[src/rtl/seq_onehot_decoder_if.sv]
// seq_onehot_decoder_if: select handshake, scan control and decoded outputs of seq_onehot_decoder
// Ports: master drives en/mode/sel_valid/sel/dwell; slave drives sel_ready/dec_out/dec_idx/wrap
interface seq_onehot_decoder_if #(
  parameter int SEL_W   = 3,
  parameter int DWELL_W = 4
);
  localparam int OUT_W = 1 << SEL_W;
  logic               en;
  logic               mode;
  logic               sel_valid;
  logic               sel_ready;
  logic [SEL_W-1:0]   sel;
  logic [DWELL_W-1:0] dwell;
  logic [OUT_W-1:0]   dec_out;
  logic [SEL_W-1:0]   dec_idx;
  logic               wrap;
  modport master (
    output en, mode, sel_valid, sel, dwell,
    input  sel_ready, dec_out, dec_idx, wrap
  );
  modport slave (
    input  en, mode, sel_valid, sel, dwell,
    output sel_ready, dec_out, dec_idx, wrap
  );
endinterface

[src/rtl/seq_onehot_decoder.sv]
// seq_onehot_decoder: registered SEL_W-to-2^SEL_W one-hot decoder with DIRECT (handshake) and SCAN (walking) modes
// Ports: clk, rst_n (async active-low), bus (slave modport: en, mode, sel_valid, sel_ready, sel, dwell, dec_out, dec_idx, wrap)
// Config: define DECODER_SCAN_EN to build the SCAN state, dwell counter and wrap pulse; otherwise mode/dwell are ignored
module seq_onehot_decoder #(
  parameter int SEL_W   = 3,
  parameter int DWELL_W = 4
) (
  input logic                clk,
  input logic                rst_n,
  seq_onehot_decoder_if.slave bus
);
  localparam int OUT_W = 1 << SEL_W;
  logic hs;
  assign hs = bus.sel_valid & bus.sel_ready;
`ifdef DECODER_SCAN_EN
  typedef enum logic [1:0] {IDLE, DIRECT, SCAN} state_t;
  state_t             state;
  logic [DWELL_W-1:0] cnt;
  assign bus.sel_ready = bus.en & ~bus.mode & (state != SCAN);
  always_ff @(posedge clk or negedge rst_n)
    if (!rst_n) begin
      state       <= IDLE;
      bus.dec_out <= '0;
      bus.dec_idx <= '0;
      bus.wrap    <= 1'b0;
      cnt         <= '0;
    end else if (!bus.en) begin
      state       <= IDLE;
      bus.dec_out <= '0;
      bus.dec_idx <= '0;
      bus.wrap    <= 1'b0;
      cnt         <= '0;
    end else begin
      bus.wrap <= 1'b0;
      case (state)
        IDLE, DIRECT:
          if (bus.mode) begin
            state       <= SCAN;
            bus.dec_idx <= '0;
            bus.dec_out <= OUT_W'(1);
            cnt         <= bus.dwell;
          end else if (hs) begin
            state       <= DIRECT;
            bus.dec_idx <= bus.sel;
            bus.dec_out <= OUT_W'(1) << bus.sel;
          end
        default:
          if (!bus.mode) begin
            // leave SCAN holding the line currently shown
            state <= DIRECT;
          end else if (cnt == '0) begin
            bus.dec_idx <= bus.dec_idx + SEL_W'(1);
            bus.dec_out <= {bus.dec_out[OUT_W-2:0], bus.dec_out[OUT_W-1]};
            bus.wrap    <= (bus.dec_idx == SEL_W'(OUT_W - 1));
            cnt         <= bus.dwell;
          end else begin
            cnt <= cnt - DWELL_W'(1);
          end
      endcase
    end
`else
  typedef enum logic {IDLE, DIRECT} state_t;
  state_t state;
  logic   unused_ok;
  assign unused_ok     = ^{bus.mode, bus.dwell, state};
  assign bus.sel_ready = bus.en;
  assign bus.wrap      = 1'b0;
  always_ff @(posedge clk or negedge rst_n)
    if (!rst_n) begin
      state       <= IDLE;
      bus.dec_out <= '0;
      bus.dec_idx <= '0;
    end else if (!bus.en) begin
      state       <= IDLE;
      bus.dec_out <= '0;
      bus.dec_idx <= '0;
    end else if (hs) begin
      state       <= DIRECT;
      bus.dec_idx <= bus.sel;
      bus.dec_out <= OUT_W'(1) << bus.sel;
    end
`endif
endmodule
[src/flat_wrapper.sv]
// flat-port wrapper written by rule: the top's interface ports become plain ports
module seq_onehot_decoder_flat 
#(
  parameter int SEL_W   = 3,
  parameter int DWELL_W = 4
)
  (clk, rst_n, bus_en, bus_mode, bus_sel_valid, bus_sel, bus_dwell, bus_sel_ready, bus_dec_out, bus_dec_idx, bus_wrap);
  seq_onehot_decoder_if #(.SEL_W(SEL_W), .DWELL_W(DWELL_W)) bus_i ();
  input logic clk;
  input logic rst_n;
  input wire logic [$bits(bus_i.en)-1:0] bus_en;
  input wire logic [$bits(bus_i.mode)-1:0] bus_mode;
  input wire logic [$bits(bus_i.sel_valid)-1:0] bus_sel_valid;
  input wire logic [$bits(bus_i.sel)-1:0] bus_sel;
  input wire logic [$bits(bus_i.dwell)-1:0] bus_dwell;
  output wire logic [$bits(bus_i.sel_ready)-1:0] bus_sel_ready;
  output wire logic [$bits(bus_i.dec_out)-1:0] bus_dec_out;
  output wire logic [$bits(bus_i.dec_idx)-1:0] bus_dec_idx;
  output wire logic [$bits(bus_i.wrap)-1:0] bus_wrap;
  assign bus_i.en = bus_en;
  assign bus_i.mode = bus_mode;
  assign bus_i.sel_valid = bus_sel_valid;
  assign bus_i.sel = bus_sel;
  assign bus_i.dwell = bus_dwell;
  assign bus_sel_ready = bus_i.sel_ready;
  assign bus_dec_out = bus_i.dec_out;
  assign bus_dec_idx = bus_i.dec_idx;
  assign bus_wrap = bus_i.wrap;
  seq_onehot_decoder #(.SEL_W(SEL_W), .DWELL_W(DWELL_W)) u_core (.clk(clk), .rst_n(rst_n), .bus(bus_i));
endmodule
[config.mk]
export PLATFORM = sky130hd
export DESIGN_NAME = seq_onehot_decoder_flat
export DESIGN_NICKNAME = d
export VERILOG_FILES = /design/src/rtl/seq_onehot_decoder_if.sv /design/src/rtl/seq_onehot_decoder.sv /design/src/flat_wrapper.sv
export SDC_FILE = /design/constraint.sdc
export NUM_CORES = 1
export LEC_CHECK = 0
export CELL_PAD_IN_SITES_DETAIL_PLACEMENT = 0
export CELL_PAD_IN_SITES_GLOBAL_PLACEMENT = 1
export CORE_MARGIN = 3
export CORE_UTILIZATION = 31
export CTS_CLUSTER_DIAMETER = 30
export DETAILED_ROUTE_END_ITERATION = 10
export GPL_ROUTABILITY_DRIVEN = 0
export PLACE_DENSITY_LB_ADDON = 0.1
export SYNTH_ARGS = -nofsm -noshare
export SYNTH_HDL_FRONTEND = slang
export SYNTH_SLANG_ARGS = --single-unit
export TNS_END_PERCENT = 100
[constraint.sdc]
create_clock -name clk -period 2.7 [get_ports clk]
set_clock_uncertainty 0.2 [all_clocks]
set_input_delay 0.54 -clock clk [delete_from_list [all_inputs] [get_ports clk]]
set_output_delay 0.54 -clock clk [all_outputs]
set_load 0.02 [all_outputs]
# Word level (Yosys, flattened, before mapping)
# Index checks and enable logic that the tools add are counted.
dict set report word_totals {
  reg_bits 11
}
dict set report op_classes {
  shift 1
  n_bitwise 1
  eq_ne 1
  n_mux 4
}
# op n
set ops {}
lappend ops {{$mux 8} 2}
lappend ops {{$shl 1x3->8 const A} 1}
lappend ops {{$mux 3} 2}
lappend ops {{$ne 2x1->1 const B} 1}
lappend ops {{$and 1x1->1} 1}

# Longest topological paths before layout
# Gate-level depths: netlist of run 1.
dict set report logic_depth {
  ltp_word 3
  depth_mapped 4
  mapped_depth_nobuf 2
}

# Worst setup path before layout of run 1
# No wires, ideal clock.
dict set report synth_path {
  path_type {input-to-reg}
  from {input port bus_sel_valid}
  to {register u_core.bus.dec_out[0]}
  setup_slack_ps 1219
  setup_ps 77
  t_required_ps 2423
  stages 3
  t_arrival_ps 1203
  path_cell_list {buf_4 > or4b_1 > a21oi_1}
}
dict set report synth_via {
  elab_chain_cells 2
}
# item line
set synth_lines {}
lappend synth_lines {{start, declared} flat_wrapper.sv:13} ;# input wire logic [$bits(bus_i.sel_valid)-1:0] bus_sel_valid;
lappend synth_lines {{$and 1x1->1} seq_onehot_decoder.sv:14} ;# assign hs = bus.sel_valid & bus.sel_ready;
lappend synth_lines {{$ne 2x1->1 (no line)} --}
lappend synth_lines {{end signal, assigned} seq_onehot_decoder.sv:80} ;# bus.dec_out <= OUT_W'(1) << bus.sel;
lappend synth_lines {{end, declared} seq_onehot_decoder_if.sv:23} ;# output sel_ready, dec_out, dec_idx, wrap
# Every way passes these cells.
# A chain may end at the register's enable or synchronous reset.

# Worst setup path in the final report of run 1
dict set report layout_path {
  from {input port bus_en}
  to {output port bus_sel_ready}
}
# item line
set layout_rtl {}
lappend layout_rtl {{start, declared} flat_wrapper.sv:11} ;# input wire logic [$bits(bus_i.en)-1:0] bus_en;
lappend layout_rtl {{end, declared} flat_wrapper.sv:16} ;# output wire logic [$bits(bus_i.sel_ready)-1:0] bus_sel_ready;
# No word-level cell between the ends.

==> results by group, run 1 <==
Synth
  – Cell variety after synth: 15
  – Synthesized area: 534 um^2
  – Seq/Total Area, Yosys: 0.515
  – Syn_area_per_cell: 11.1 um^2
  – Synthesized flop and latch total: 11
  – Syn nets: 60
  – Syn. warnings: 0
  – Cells after Synth: 48

Run
  – Max-cap violations: 0

Critical path
  – Setup CP Type: primary input to primary output
  – Critical Path RT: 1.96 ns
  – Critical Path AT: 1.62 ns
  – CP dominant cell by count: clkdlybuf4s50_1
  – Crit path from: bus_en
  – Crit-path cells: clkdlybuf4s50_1 -> clkdlybuf4s50_1
  – CP delay by family, top: buffers and inverters
  – RR Startpoint: u_core.bus.dec_out[0]
  – CP max stage cell: clkdlybuf4s50_1
  – Cell count along the critical path: 2
  – R2R depth: 2
  – WP buf/inv: 2
  – CP endpoint kind: primary output
  – R2r setup slk: 1.74 ns
  – Worst setup path endpoint: bus_sel_ready
  – Startpoint Class: primary input
  – CP Max Fanout: 2
  – RR Endpoint: u_core.bus.dec_out[0]
  – Slowest cell delay on critical path: 0.60 ns

Clock tree
  – Clk buf depth: 2
  – Worst-Skew Late Latency: 0.27 ns
  – Clock Sinks: 11
  – Clock slew at reported path FFs: 0.06 ns
  – Root buf cell: clkbuf_4
  – H-tree depth: 1
  – Hold Buf Count CTS: 0
  – CTS Buf Count: 3
  – CTS tree: done
  – # Post-CTS Setup Buffers: 0
  – Post-CTS Resized: 0

Floorplan
  – Row count: 14
  – Width of the die: 47.5 um
  – Die ar.: 2260 um^2
  – # IOs: 25
  – Starting Density: 0.343
  – Die height: 47.5 um
  – Core area: 1560 um^2

STA
  – Fin. Hold Viols: 0
  – Fin crit period: 2.36 ns
  – Worst Tran Pin Value: 0.514 ns
  – Setup WS post-layout: 0.341 ns
  – Period utilization: 0.874
  – Final Setup Violations: 0
  – Max Slew Vio Count: 0
  – RSZ-0062 raised after global routing: false
  – Highest Clock Rate: 0.424 GHz
  – Setup TNS after final layout: 0 ns
  – Slew HR: 0.656
  – Fin Hold WS: 0.328 ns

Power and ir drop
  – PwrDens: 470 nW/um^2
  – P_sw: 0.0000863 W
  – Sw frac: 0.253
  – Logic pwr share: 0.168
  – Clk network pwr share: 0.326
  – Maximum VDD drop: 386 uV
  – Flop pwr share: 0.506
  – Leak: 0.299 nW
  – Internal power: 0.000255 W

Routing
  – Post-route ant nets: 0
  – Pre-Repair DR Iteration Count: 4
  – WL/cell: 13.5 um
  – DRC: 0
  – Vias: 425
  – Iter 0 DRT Violations: 3
  – DRT Wirelength: 1.10 mm
  – Via density: 5.18

Placed design
  – HPWL Detailed: 744 um
  – Area post-placement: 699 um^2
  – Count of port buffers added during placement: 18
  – DP Cell Count: 78
  – Setup WS pre-CTS: 0.343 ns

Status
  – Status: finished clean

Final layout
  – Area Growth Syn to Fin: 35.8%
  – Share of layout cells above drive strength 1: 0.0606
  – Non-filler instance count after layout: 82
  – Nets: 79
  – Final non-filler cell area: 726 um^2
  – # diodes: 0

Global routing
  – Pin count of the biggest net entering global routing: 19
  – Total congestion overflow: 0
  – Vias in the first global route: 377
  – Total global-route track usage: 0.114
  – Initial antenna violation count: 0
  – First-pass GRT wire length: 1.75 mm

Hold path
  – HP Class: flop to flop
synthesized netlist by cell type, drive strengths merged:
cell type / number / area share
dfrtp: 11 / 0.52
a21oi: 8 / 0.075
nand2b: 7 / 0.082
buf: 5 / 0.080
mux2i: 3 / 0.056
nand4b: 3 / 0.049
nand4bb: 3 / 0.063
nor2: 3 / 0.021
conb: 1 / 0.0070
inv: 1 / 0.0070
nand4: 1 / 0.012
or2b: 1 / 0.014
or4b: 1 / 0.019
flip-flops by register name, summed over array words and instances (netlist names):
| register | cells |
|---|---|
| u_core.bus.dec_out | 8 |
| u_core.bus.dec_idx | 3 |
metrics by stage:
| step | utilization | power (W) |
|---|---|---|
| final | 0.465 | 0.000341 |
| after global routing | 0.465 | 0.000361 |
| after CTS | 0.465 | 0.000346 |
| after detailed placement | 0.449 | 0.000234 |
| after global placement | 0.449 | 0.000234 |
| after floorplan | - | 0.000207 |
area by class of cell:
type / instances / area (um^2)
fill: 160 / 833
sequential: 11 / 275
clock buffer: 4 / 26.3
multi-input combinational: 31 / 213
tap: 16 / 20.0
timing repair buffer: 19 / 188
inverter: 1 / 3.75
worst min path at each step:
stage                           from                     to  cells past startpoint  slack (ns)
6_report       u_core.bus.dec_idx[1]  u_core.bus.dec_idx[1]                      2        0.33
3_5_place_dp   u_core.bus.dec_idx[1]  u_core.bus.dec_idx[1]                      2        0.32
4_1_cts        u_core.bus.dec_idx[1]  u_core.bus.dec_idx[1]                      2        0.34
2_1_floorplan                  rst_n  u_core.bus.dec_idx[0]                      0        0.04
3_3_place_gp   u_core.bus.dec_idx[0]  u_core.bus.dec_idx[0]                      2        0.31
5_1_grt        u_core.bus.dec_idx[2]  u_core.bus.dec_idx[2]                      2        0.37
routing by layer:
| layer | routed length (um) | global-route usage |
|---|---|---|
| met5 | 0 | 0 |
| met4 | 0 | 0 |
| met3 | 80 | 0.0714 |
| met2 | 529 | 0.184 |
| met1 | 493 | 0.138 |
power by group through the flow:
stage	Clock (W)	Sequential [W]	Combinational [W]
after floorplan	0	0.000182	0.0000242
after global placement	0	0.000176	0.0000578
after detailed placement	0	0.000176	0.0000579
after CTS	0.000116	0.000173	0.0000580
after global routing	0.000126	0.000173	0.0000618
final	0.000111	0.000173	0.0000573
cell usage in the layout (no fill, tap or decap):
cell,n
a21oi_1,8
buf_4,1
clkbuf_1,1
clkbuf_4,3
clkdlybuf4s50_1,18
conb_1,1
dfrtp_1,11
inv_1,1
mux2i_1,3
nand2b_1,7
nand4_1,1
nand4b_1,3
nand4bb_1,3
nor2_1,3
or2b_1,1
or4b_1,1
worst min-delay path, delay by kind of cell, from the launching register on:
family	cells	cell delay, ns
AND/OR/NAND/NOR	1	0.08
flip-flops	1	0.34
multiplexers	1	0.07
cells by family after synthesis:
group                  count (synthesis)  share of synthesized area
muxes                                  3                     0.0562
AOI/OAI and AO/OA                      8                     0.0749
DFF                                   11                      0.515
and+or+nand+nor                       19                      0.260
other                                  1                    0.00702
buffers and inverters                  6                     0.0866
Power figures use the tool's default switching activity.
==> inputs of run 2 (changes only) <==
--- a/config.mk
+++ b/config.mk
@@ -5,6 +5,7 @@
 export SDC_FILE = /design/constraint.sdc
 export NUM_CORES = 1
 export LEC_CHECK = 0
+export CAP_MARGIN = 20
 export CELL_PAD_IN_SITES_DETAIL_PLACEMENT = 0
 export CELL_PAD_IN_SITES_GLOBAL_PLACEMENT = 1
 export CORE_MARGIN = 3
==> results of run 2 <==
Final layout, timing and power as in run 1 (identical DEF).
==> patch 1 (settings of run 1) <==
`SEL_W` is set to 3 in 3 places; all go to 4.
--- a/src/rtl/seq_onehot_decoder_if.sv
+++ b/src/rtl/seq_onehot_decoder_if.sv
@@ -1,7 +1,7 @@
 // seq_onehot_decoder_if: select handshake, scan control and decoded outputs of seq_onehot_decoder
 // Ports: master drives en/mode/sel_valid/sel/dwell; slave drives sel_ready/dec_out/dec_idx/wrap
 interface seq_onehot_decoder_if #(
-  parameter int SEL_W   = 3,
+  parameter int SEL_W   = 4,
   parameter int DWELL_W = 4
 );
   localparam int OUT_W = 1 << SEL_W;
--- a/src/rtl/seq_onehot_decoder.sv
+++ b/src/rtl/seq_onehot_decoder.sv
@@ -2,7 +2,7 @@
 // Ports: clk, rst_n (async active-low), bus (slave modport: en, mode, sel_valid, sel_ready, sel, dwell, dec_out, dec_idx, wrap)
 // Config: define DECODER_SCAN_EN to build the SCAN state, dwell counter and wrap pulse; otherwise mode/dwell are ignored
 module seq_onehot_decoder #(
-  parameter int SEL_W   = 3,
+  parameter int SEL_W   = 4,
   parameter int DWELL_W = 4
 ) (
   input logic                clk,
--- a/src/flat_wrapper.sv
+++ b/src/flat_wrapper.sv
@@ -1,7 +1,7 @@
 // flat-port wrapper written by rule: the top's interface ports become plain ports
 module seq_onehot_decoder_flat 
 #(
-  parameter int SEL_W   = 3,
+  parameter int SEL_W   = 4,
   parameter int DWELL_W = 4
 )
   (clk, rst_n, bus_en, bus_mode, bus_sel_valid, bus_sel, bus_dwell, bus_sel_ready, bus_dec_out, bus_dec_idx, bus_wrap);
Ports: changed (resized bus_dec_idx, bus_dec_out and bus_sel); port bits go from 25 to 35. The function was not compared with the original's and may differ.
==> patch 1 against run 1 <==
Combinational power rose by 33%; wire length grew 58%; sequential share of layout area rose by 4.1 points; first-iteration DRC count rose to 3.7 times the old value; design area rose by 64%; non-clock buffer count increased by 13; synthesized cell count increased by 27%; worst setup slack improved by 0.66 ps; power increased by 83%; sequential cell count increased by 9; area after synthesis is 58% higher.
==> patch 1: results <==
group,metric,value,unit
status,status,"completed",
final_layout,sh_seq_area,0.4202,
yosys,synth_fp_nets,74,
global_routing,grt_max_degree,21,
yosys,synth_compound_gate_area_share,0.1736,
final_layout,final_area,0.001191,mm^2
global_routing,grt_pass1_wl,3.077,mm
final_layout,top_regs,"u_core.bus.dec_out: 16 flops, u_core.bus.dec_idx: 4 flops",
final_layout,multiInputCombCellCount,34,
floorplanning,fp-row-count,18,
floorplanning,taps,30,
global_routing,grt_pass1_vias,638,
yosys,muxShareOfSynthArea,0.04748,
yosys,ys_types,18,
critical_path,crit_family,"buffers and inverters",
clock_tree,clkLatencyLatePin,290,ps
global_routing,grt_usage,0.1209,
clock_tree,cts.clk_slew.worst_paths,100,ps
power,switching_share,0.2129,
yosys,ys_ff_latch,20,
yosys,netlist_top_cells_count,"dfrtp_1, o2bb2ai_1, a32o_1, mux2i_1, nor2b_1",
power,ir_drop,345.0,uV
route,wire_per_inst,14.25,um
place,io_buffers,28,
final_layout,final_nets,106,
yosys,synthArstFlopShare,1.000,
yosys,syn_avg_cell_area,13.82,um^2
route,wl,1.739,mm
route,drt_iter0_drc,11,
final_layout,clockBufferCount,3,
place,hpwl,1.253,mm
final_layout,inv_count,2,
final_layout,n_fill_cell,269,
power,pwr-share-clk,0.382,
place,dpl_cell_area,0.001139,mm^2
final_layout,drive_gt1_frac,0.09783,
final_layout,multiInputGateArea,282.8,um^2
final_layout,buffers_excl_clock,32,
power,leakagePower,0.5156,nW
power,clk-power,0.239,mW
yosys,seq_area_frac_synth,0.5935,
yosys,synth_area_leaders,"dfrtp_1, o2bb2ai_1, a32o_1",
route,vias,592,
==> patch 1: path summary, 6_finish.rpt <==
check / startpoint / end / slack [ps] / cells past startpoint
min in group asynchronous: rst_n / u_core.bus.dec_idx[3] / 370 / 2
min: u_core.bus.dec_out[11] / u_core.bus.dec_out[11] / 300 / 1
max: bus_en / bus_sel_ready / 340 / 2
max in group asynchronous: rst_n / u_core.bus.dec_out[11] / 1710 / 2
max reg2reg: u_core.bus.dec_out[10] / u_core.bus.dec_out[10] / 1770 / 1
min reg2reg: u_core.bus.dec_out[11] / u_core.bus.dec_out[11] / 300 / 1
==> patch 1: routing by layer <==
layer / global-route usage / vias to the layer above / wire length, um
met2: 0.1629 / 19 / 750
li1: - / 287 / -
met5: 0 / - / 0
met4: 0.05960 / 0 / 15
met3: 0.02673 / 2 / 94
met1: 0.1802 / 284 / 879
==> patch 2 (settings of run 1) <==
Without the edit above. Build with the macro `DECODER_SCAN_EN` defined.
--- a/src/rtl/seq_onehot_decoder.sv
+++ b/src/rtl/seq_onehot_decoder.sv
@@ -1,6 +1,8 @@
 // seq_onehot_decoder: registered SEL_W-to-2^SEL_W one-hot decoder with DIRECT (handshake) and SCAN (walking) modes
 // Ports: clk, rst_n (async active-low), bus (slave modport: en, mode, sel_valid, sel_ready, sel, dwell, dec_out, dec_idx, wrap)
 // Config: define DECODER_SCAN_EN to build the SCAN state, dwell counter and wrap pulse; otherwise mode/dwell are ignored
+`define DECODER_SCAN_EN
+
 module seq_onehot_decoder #(
   parameter int SEL_W   = 3,
   parameter int DWELL_W = 4
Check against the original RTL: not equivalent (Yosys sat finds a counterexample within 4 cycles, from zero or initial values and one cycle with rst_n low).
==> patch 2 against run 1 <==
Sequential cell count is 7 higher; global-route usage grew 2.3 points; wire length grew 140%; sequential share of layout area decreased by 5.4 points; design area is 91% higher; worst setup slack got worse by 200 ps; fmax decreased by 7.6%; area after synthesis rose by 100%; count of clock-buffer cells in the layout shrank 1; power increased by 84%; combinational power rose to 3.2 times the old value; critical path depth increased by 1; largest power group unchanged; highest routed layer is now met4.
==> patch 2: results <==
group,metric,value,unit
status,status,"completed",
final_layout,drive_gt1_frac,0.09559,
power,leakagePower,0.5849,nW
yosys,synth_area_leaders,"dfrtp_1, a21oi_1, ha_1",
yosys,netlist_top_cells_count,"dfrtp_1, a21oi_1, o21ai_1",
yosys,synth_ff_type,"dfrtp_1",
place,dp_worst_setup_slack,124.9,ps
critical_path,rr_worst_depth,6,
final_layout,clockBufferCount,3,
timing,timing.slew.headroom,0.4854,
final_layout,inv_count,2,
final_layout,n_fill_cell,332,
clock_tree,clkLatencyLatePin,290,ps
final_layout,final_nets,154,
place,hpwl,1.765,mm
final_layout,top_regs,"u_core.bus.dec_out: 8 flops, u_core.cnt: 4 flops, u_core.bus.dec_idx: 3 flops",
final_layout,clock_area_frac,0.01629,
place,io_buffers,24,
yosys,ys_warn_count,0,
clock_tree,cts.clk_slew.worst_paths,100,ps
final_layout,buffers_excl_clock,28,
floorplanning,fp-row-count,20,
yosys,ys_types,39,
yosys,syn_inst,114,
critical_path,r2r_setup_slack,770,ps
route,wire_per_inst,14.53,um
critical_path,crit_arrival,1810,ps
final_layout,nFlopsAndLatches,18,
global_routing,grt_max_degree,26,
critical_path,max_stage_delay,630,ps
yosys,seq_area_frac_synth,0.4124,
final_layout,area_growth,26.58,%
power,ir_drop,305.1,uV
final_layout,multiInputCombCellCount,85,
route,wl,2.615,mm
critical_path,startpoint,"bus_en",
critical_path,reg2reg_from,"u_core.cnt[0]",
route,drt_iter0_drc,56,
clock_tree,clockBufferDepth,2,
timing,min_period_over_period,0.9461,
timing,holdWs,367.8,ps
final_layout,sh_seq_area,0.3258,
global_routing,grt_usage,0.1371,
global_routing,grt_pass1_wl,4.567,mm
yosys,synth_fp_nets,130,
place,dp_cells,177,
final_layout,buffer_area_frac,0.1955,
route,vias,960,
-- patch 2: cell families (layout without fill, tap and decap cells) --
kind of cell,count (synthesis),count (layout),synth area share
compound gates,42,42,0.2532
fa+ha+maj,4,4,0.04582
buf+inv,11,33,0.05956
flops,18,18,0.4124
mux,1,1,0.009164
simple gates,38,38,0.2199
-- patch 2: metal layers --
metal | up-vias | share of wire | global-route usage
li1 | 466 | - | -
met1 | 469 | 0.49 | 0.1802
met2 | 23 | 0.47 | 0.2238
met3 | 2 | 0.043 | 0.04274
met4 | 0 | 0.0057 | 0.02332
met5 | - | 0 | 0
-- patch 2: power groups by stage --
stage | sequential [mW] | combinational (mW) | clock [mW]
after floorplan | 0.329 | 0.0995 | 0
after global placement | 0.314 | 0.186 | 0
after detailed placement | 0.314 | 0.186 | 0
after CTS | 0.309 | 0.187 | 0.145
after global routing | 0.313 | 0.206 | 0.162
final | 0.309 | 0.185 | 0.134
